File: config.mk
export PLATFORM = sky130hd
export DESIGN_NAME = pkt_stream_gen
export DESIGN_NICKNAME = d
export VERILOG_FILES = /design/src/rtl/pkt_stream_gen_pkg.sv /design/src/rtl/pkt_stream_gen_lfsr32.sv /design/src/rtl/pkt_stream_gen.sv
export SDC_FILE = /design/constraint.sdc
export NUM_CORES = 1
export LEC_CHECK = 0
export ABC_CLOCK_PERIOD_IN_PS = 13800
export CAP_MARGIN = 20
export CORE_ASPECT_RATIO = 1.4
export CORE_MARGIN = 2
export CORE_UTILIZATION = 70
export CTS_CLUSTER_DIAMETER = 150
export DETAILED_ROUTE_END_ITERATION = 10
export DONT_BUFFER_PORTS = 1
export HOLD_SLACK_MARGIN = 0.02
export PLACE_DENSITY = 0.82
export SLEW_MARGIN = 10
export SYNTH_ARGS = -nofsm -noshare
export SYNTH_HDL_FRONTEND = slang
export SYNTH_SLANG_ARGS = --single-unit
File: constraint.sdc
create_clock -name clk -period 13.8 [get_ports clk]
set_input_delay 1.38 -clock clk [delete_from_list [all_inputs] [get_ports clk]]
set_output_delay 1.38 -clock clk [all_outputs]
set_load 0.02 [all_outputs]
File: src/rtl/pkt_stream_gen_pkg.sv
// Shared types and constants for the pkt_stream_gen packet source.
//   state_e     : framing FSM states (gap, header, burst, done)
//   MODE_*      : payload pattern selectors driven on the mode input
//   LFSR_*      : Galois LFSR polynomial (x^32+x^22+x^2+x+1) and per-lane seed base
//   lfsr_next() : one right-shifting Galois LFSR step
package pkt_stream_gen_pkg;

    typedef enum logic [1:0] {
        StGap,
        StHeader,
        StBurst,
        StDone
    } state_e;

    localparam logic [1:0] MODE_RAMP      = 2'd0;
    localparam logic [1:0] MODE_RAMP_CONT = 2'd1;
    localparam logic [1:0] MODE_CONST     = 2'd2;
    localparam logic [1:0] MODE_LFSR      = 2'd3;

    // Tap mask for taps 32, 22, 2, 1 in right-shift Galois form.
    localparam logic [31:0] LFSR_POLY      = 32'h8020_0003;
    localparam logic [31:0] LFSR_SEED_BASE = 32'h0000_0001;

    function automatic logic [31:0] lfsr_next(input logic [31:0] s);
        return s[0] ? ((s >> 1) ^ LFSR_POLY) : (s >> 1);
    endfunction

endpackage

File: src/rtl/pkt_stream_gen_lfsr32.sv
// 32-bit Galois LFSR lane used by pkt_stream_gen in LFSR payload mode.
// Ports:
//   clk       : clock
//   rst       : synchronous active-high reset, loads seed_i
//   load_i    : reload the register with seed_i (wins over advance_i)
//   seed_i    : seed value
//   advance_i : step the LFSR once
//   value_o   : current LFSR state
module lfsr32
    import pkt_stream_gen_pkg::*;
(
    input  logic        clk,
    input  logic        rst,
    input  logic        load_i,
    input  logic [31:0] seed_i,
    input  logic        advance_i,
    output logic [31:0] value_o
);

    logic [31:0] value_q, value_d;

    always_comb begin
        value_d = value_q;
        if (load_i) begin
            value_d = seed_i;
        end else if (advance_i) begin
            value_d = lfsr_next(value_q);
        end
    end

    always_ff @(posedge clk) begin
        if (rst) begin
            value_q <= seed_i;
        end else begin
            value_q <= value_d;
        end
    end

    assign value_o = value_q;

endmodule

File: src/rtl/pkt_stream_gen.sv
// Framed test-pattern packet source: a header beat followed by burst_len payload beats,
// separated by sleep_write idle cycles, with ready/valid backpressure and a packet limit.
// Optional feature macro: PKT_STREAM_GEN_LFSR_EN builds per-lane LFSRs for mode 3;
// without it, mode 3 produces the per-packet ramp of mode 0.
// Ports:
//   clk, rst      : clock, synchronous active-high reset
//   en            : global advance enable; low freezes all state
//   burst_len     : payload beats per packet (latched at header entry)
//   sleep_write   : idle cycles between packets
//   mode          : payload pattern (ramp, continuous ramp, constant, LFSR)
//   n_packets     : packet limit, 0 = unlimited (latched at header entry)
//   dout_ready    : downstream accept
//   dout          : PARALLEL lanes of DOUT_WIDTH bits, lane i at [DOUT_WIDTH*i +: DOUT_WIDTH]
//   dout_valid    : beat valid
//   dout_sof      : header beat
//   dout_eof      : last beat of packet
//   pkt_count     : packets completed since reset
//   done          : packet limit reached
module pkt_stream_gen
    import pkt_stream_gen_pkg::*;
#(
    parameter int unsigned DOUT_WIDTH  = 32,
    parameter int unsigned PARALLEL    = 4,
    parameter logic [31:0] HEADER_WORD = 32'hAABBCCDD
) (
    input  logic                           clk,
    input  logic                           rst,
    input  logic                           en,
    input  logic [31:0]                    burst_len,
    input  logic [31:0]                    sleep_write,
    input  logic [1:0]                     mode,
    input  logic [31:0]                    n_packets,
    input  logic                           dout_ready,
    output logic [DOUT_WIDTH*PARALLEL-1:0] dout,
    output logic                           dout_valid,
    output logic                           dout_sof,
    output logic                           dout_eof,
    output logic [31:0]                    pkt_count,
    output logic                           done
);

    localparam int unsigned DW = DOUT_WIDTH * PARALLEL;

    state_e      state_q, state_d;
    logic [31:0] gap_q, gap_d;
    logic [31:0] sleep_q, sleep_d;
    logic [31:0] blen_q, blen_d;
    logic [1:0]  mode_q, mode_d;
    logic [31:0] npkt_q, npkt_d;
    logic [31:0] beat_q, beat_d;
    logic [31:0] base_q, base_d;
    logic [31:0] pkt_count_q, pkt_count_d;
    logic        done_q, done_d;
    logic        valid_q, valid_d;
    logic        sof_q, sof_d;
    logic        eof_q, eof_d;
    logic [DW-1:0] dout_q, dout_d;

    logic        xfer;
    logic        hdr_entry;
    logic        burst_adv;
    logic        eop;
    logic [31:0] lane_word;

`ifdef PKT_STREAM_GEN_LFSR_EN
    logic [31:0] lfsr_val [PARALLEL];

    for (genvar g = 0; g < int'(PARALLEL); g++) begin : gen_lfsr
        lfsr32 u_lfsr (
            .clk       (clk),
            .rst       (rst),
            .load_i    (hdr_entry),
            .seed_i    (LFSR_SEED_BASE + 32'(g)),
            .advance_i (burst_adv),
            .value_o   (lfsr_val[g])
        );
    end
`endif

    assign xfer = en & valid_q & dout_ready;

    always_comb begin
        state_d     = state_q;
        gap_d       = gap_q;
        sleep_d     = sleep_q;
        blen_d      = blen_q;
        mode_d      = mode_q;
        npkt_d      = npkt_q;
        beat_d      = beat_q;
        base_d      = base_q;
        pkt_count_d = pkt_count_q;
        done_d      = done_q;
        hdr_entry   = 1'b0;
        burst_adv   = 1'b0;
        eop         = 1'b0;

        if (en) begin
            unique case (state_q)
                StGap: begin
                    if (gap_q == sleep_q) begin
                        hdr_entry = 1'b1;
                    end else begin
                        gap_d = gap_q + 32'd1;
                    end
                end
                StHeader: begin
                    if (xfer) begin
                        if (blen_q == 32'd0) begin
                            eop = 1'b1;
                        end else begin
                            state_d = StBurst;
                            beat_d  = 32'd0;
                        end
                    end
                end
                StBurst: begin
                    if (xfer) begin
                        burst_adv = 1'b1;
                        if (beat_q == blen_q - 32'd1) begin
                            eop = 1'b1;
                        end else begin
                            beat_d = beat_q + 32'd1;
                        end
                    end
                end
                default: ;
            endcase

            if (burst_adv && (mode_q == MODE_RAMP_CONT)) begin
                base_d = base_q + 32'(PARALLEL);
            end

            if (eop) begin
                pkt_count_d = pkt_count_q + 32'd1;
                if ((npkt_q != 32'd0) && (pkt_count_d == npkt_q)) begin
                    state_d = StDone;
                    done_d  = 1'b1;
                end else if (sleep_write == 32'd0) begin
                    hdr_entry = 1'b1;
                end else begin
                    // The eof cycle itself counts as the first idle tick, so the
                    // gap between packets is exactly sleep_write invalid cycles.
                    state_d = StGap;
                    gap_d   = 32'd1;
                    sleep_d = sleep_write;
                end
            end

            if (hdr_entry) begin
                state_d = StHeader;
                gap_d   = 32'd0;
                blen_d  = burst_len;
                mode_d  = mode;
                npkt_d  = n_packets;
            end
        end

        // Outputs are derived from next state so they register alongside it.
        valid_d   = (state_d == StHeader) || (state_d == StBurst);
        sof_d     = (state_d == StHeader);
        eof_d     = ((state_d == StHeader) && (blen_d == 32'd0)) ||
                    ((state_d == StBurst) && (beat_d == blen_d - 32'd1));
        dout_d    = '0;
        lane_word = '0;
        for (int i = 0; i < int'(PARALLEL); i++) begin
            if (state_d == StHeader) begin
                if (i == 0) begin
                    lane_word = HEADER_WORD;
                end else if (i == 1) begin
                    lane_word = pkt_count_d;
                end else begin
                    lane_word = 32'd0;
                end
            end else if (state_d == StBurst) begin
                case (mode_d)
                    MODE_RAMP:      lane_word = beat_d * 32'(PARALLEL) + 32'(i);
                    MODE_RAMP_CONT: lane_word = base_d + 32'(i);
                    MODE_CONST:     lane_word = 32'(i);
                    default: begin
`ifdef PKT_STREAM_GEN_LFSR_EN
                        // Peek at the value the lane register holds after this edge.
                        lane_word = burst_adv ? lfsr_next(lfsr_val[i]) : lfsr_val[i];
`else
                        lane_word = beat_d * 32'(PARALLEL) + 32'(i);
`endif
                    end
                endcase
            end else begin
                lane_word = 32'd0;
            end
            dout_d[DOUT_WIDTH*i +: DOUT_WIDTH] = DOUT_WIDTH'(lane_word);
        end
    end

    always_ff @(posedge clk) begin
        if (rst) begin
            state_q     <= StGap;
            gap_q       <= 32'd0;
            sleep_q     <= sleep_write;
            blen_q      <= 32'd0;
            mode_q      <= MODE_RAMP;
            npkt_q      <= 32'd0;
            beat_q      <= 32'd0;
            base_q      <= 32'd0;
            pkt_count_q <= 32'd0;
            done_q      <= 1'b0;
            valid_q     <= 1'b0;
            sof_q       <= 1'b0;
            eof_q       <= 1'b0;
            dout_q      <= '0;
        end else if (en) begin
            state_q     <= state_d;
            gap_q       <= gap_d;
            sleep_q     <= sleep_d;
            blen_q      <= blen_d;
            mode_q      <= mode_d;
            npkt_q      <= npkt_d;
            beat_q      <= beat_d;
            base_q      <= base_d;
            pkt_count_q <= pkt_count_d;
            done_q      <= done_d;
            valid_q     <= valid_d;
            sof_q       <= sof_d;
            eof_q       <= eof_d;
            dout_q      <= dout_d;
        end
    end

    assign dout       = dout_q;
    assign dout_valid = valid_q;
    assign dout_sof   = sof_q;
    assign dout_eof   = eof_q;
    assign pkt_count  = pkt_count_q;
    assign done       = done_q;

endmodule

==> flow_summary.toml <==
[placement]
port_buffers = 0
dp_cells = 2457
place_congestion = 1.05
place_area_mm2 = 0.0180
place_hpwl_um = 50600

[floorplanning]
dieArea_mm2 = 0.0276
core-area_mm2 = 0.0260
start_util = 0.708
rows = 70
fp.dieW_um = 141
dieHeight_um = 196
ios = 266

[clock_network]
cts_max_level = 1
clock_latency_ns = 0.61
cts-root-buf = "clkbuf_16"
cts_tree = "built"
cts.clk_slew.worst_paths_ns = 0.07
holdBufCountCts = 0
cts_resized = 0
cts_sinks = 312
cts_setup_buffers = 0
ctsLongestPathBuffers = 3
numCtsBuffers = 30

[logic_synthesis]
synthAdderAreaFrac = 0.00816
synth_xor_area_frac = 0.118
synth-edff-count = 32
yosysWarnings = 0
async_flop_share = 0
synth_top_family_by_area = "simple AND/OR/NAND/NOR gates"
synth_cell_type_count = 89
syn_inst = 2301
synth_compound_area_frac = 0.143
syn_area_mm2 = 0.0184
muxShareOfSynthArea = 0.0394
yosysSeqAreaShare = 0.357
synthFlopType = "dfxtp_1"
synth_simple_gate_area_frac = 0.277
synth_seq_cells = 312
avgSynthCellArea_um2 = 8.00

[hold_path]
min_path_type = "reg2reg"

[worst_setup_path]
cp.required_ns = 14.32
r2r_setup_slack_ns = 5.93
critPathMaxFanout = 71
critPathKind = "reg2reg"
critPathCaptureType = "flip-flop"
start_kind = "flip-flop"
arrival_ns = 8.39

[detailed_routing]
drtIter0Drc = 1926
num_vias = 17864
drc = 0
ant_nets = 0
post_drt_wl_per_cell_um = 26.9
dr.pass1.iters = 9
post_drt_via_cell_ratio = 7.10
routed_wirelength_um = 67700

[power_and_ir_drop]
leakage_uw = 0.00677
p_comb_frac = 0.026
swShare = 0.231
p_int_uw = 1440
irDropWorstVdd_mv = 0.108
fin_total_pwr_uw = 1880
p_seq_frac = 0.507
switchingPower_uw = 433
power_frac_clock = 0.466
power_density_mw_per_mm2 = 98.4

[final_layout]
layout_common_cells = "nor2_1, dfxtp_1, nand2_1"
nets = 2279
multiInputGateArea_mm2 = 0.0108
final_cell_area_mm2 = 0.0191
regArea_mm2 = 0.00657
final_common_cell = "nor2_1"
drive_gt1_frac = 0.0512
syn_to_final_growth_pct = 3.64
num-fill-cells = 1949
instances_no_fill = 2515

[timing]
min_period_ns = 7.87
final-hold-violation-count = 0
worst_pin_slew_ns = 1.25
whs_ns = 0.488
min_period_over_period = 0.570
clock.fmax_mhz = 127
rsz0062_at_grt = "false"
maxSlewViolCount = 0
finClkSkew_ns = 0.0273
slew_headroom = 0.163
finalSetupTns_ns = 0
setup_viol = 0

[global_routing]
grt.overflow.total = 0
grt_usage = 0.475
antenna_found_initial = 2
grt_pass1_vias = 17418
grt_max_degree = 237
grt_pass1_wl_um = 101000

[status]
outcome = "finished, final reports clean"

[flow_run]
drv_cap = 0
cells in the mapped netlist (all sizes together) (12+ instances only):
master,instances,share of area
mux2i,62,0.034
or3,26,0.0091
buf,74,0.027
nor3,67,0.018
nor2,382,0.078
edfxtp,32,0.052
nand3,79,0.021
a211oi,46,0.019
ha,12,0.0082
nand4,57,0.019
nor4,57,0.020
inv,34,0.0069
o31a,13,0.0062
xnor2,149,0.071
o21ai,54,0.015
o22ai,22,0.0075
a31oi,29,0.010
and2,34,0.012
and4,16,0.0076
nand2b,12,0.0041
xor2,95,0.045
dfxtp,280,0.30
a21oi,100,0.028
clkbuf,111,0.023
or4,25,0.010
and3,40,0.014
nand2,219,0.045
critical path: stages, from the launching register on:
cell and delay (ns):
dfxtp_1 0.66, ha_1 0.39, nand4_1 0.55, or3_1 0.76
or4_1 0.56, a21oi_1 0.22, and4b_1 0.22, and3_1 0.29
o41ai_4 0.23, buf_4 0.80, mux2i_1 0.36, ha_1 0.48
inv_1 0.46, nand2_1 0.65, o21ai_0 0.41, nand2_1 0.12
nor2_1 0.14, o21ba_2 0.18, a211oi_1 0.27
sequential cells by signal, summed over array words and instances, names as in the netlist, 2 cells and up:
signal	count
npkt_q	32
mode_q	2
pkt_count	32
blen_q	32
beat_q	32
state_q	2
dout	83
base_q	30
gap_q	32
sleep_q	32
power groups by stage:
stage,combinational (µW),clock [µW],sequential (µW)
after floorplan,48.6,0,966
after global placement,45.4,0,972
after detailed placement,47.0,0,972
after CTS,47.6,868,952
after global routing,53.1,902,952
final,49.5,876,952
layer usage:
metal	up-vias	global-route usage	share of wire
li1	7850	-	-
met1	8358	0.502	0.32
met2	1263	0.784	0.46
met3	393	0.117	0.10
met4	0	0.419	0.11
met5	-	0	0
per-stage QoR:
step / util / worst slack [ns]
final: 0.733 / 5.93
after global routing: 0.733 / 5.36
after global placement: 0.693 / 6.48
after floorplan: - / 7.70
after CTS: 0.733 / 6.15
after detailed placement: 0.693 / 6.24
area by class of cell:
type	count	area share
clock inverter	11	0.00833
multi-input combinational	1770	0.567
sequential	312	0.344
timing repair buffer	16	0.00630
inverter	35	0.00689
tap	324	0.0213
antenna	2	0.000262
clock buffer	45	0.0460
cell families after synthesis:
kind of cell             after synthesis
AO/OA/AOI/OAI                        383
buffers and inverters                220
adder cells (fa/ha/maj)               12
other                                  1
multiplexers                          71
AND/OR/NAND/NOR                     1057
flip-flops                           312
XOR/XNOR                             245
path summary, 6_finish.rpt:
kind / startpoint / to / cells after the start
worst max-delay path: pkt_count[0]$_SDFFE_PP0P_ / dout[57]$_SDFFE_PP0P_ / 18
worst min register to register: npkt_q[1]$_SDFFE_PP0P_ / npkt_q[1]$_SDFFE_PP0P_ / 2
worst max register to register: pkt_count[0]$_SDFFE_PP0P_ / dout[57]$_SDFFE_PP0P_ / 18
worst min-delay path: npkt_q[1]$_SDFFE_PP0P_ / npkt_q[1]$_SDFFE_PP0P_ / 2
(Power assumes the default switching activity.)
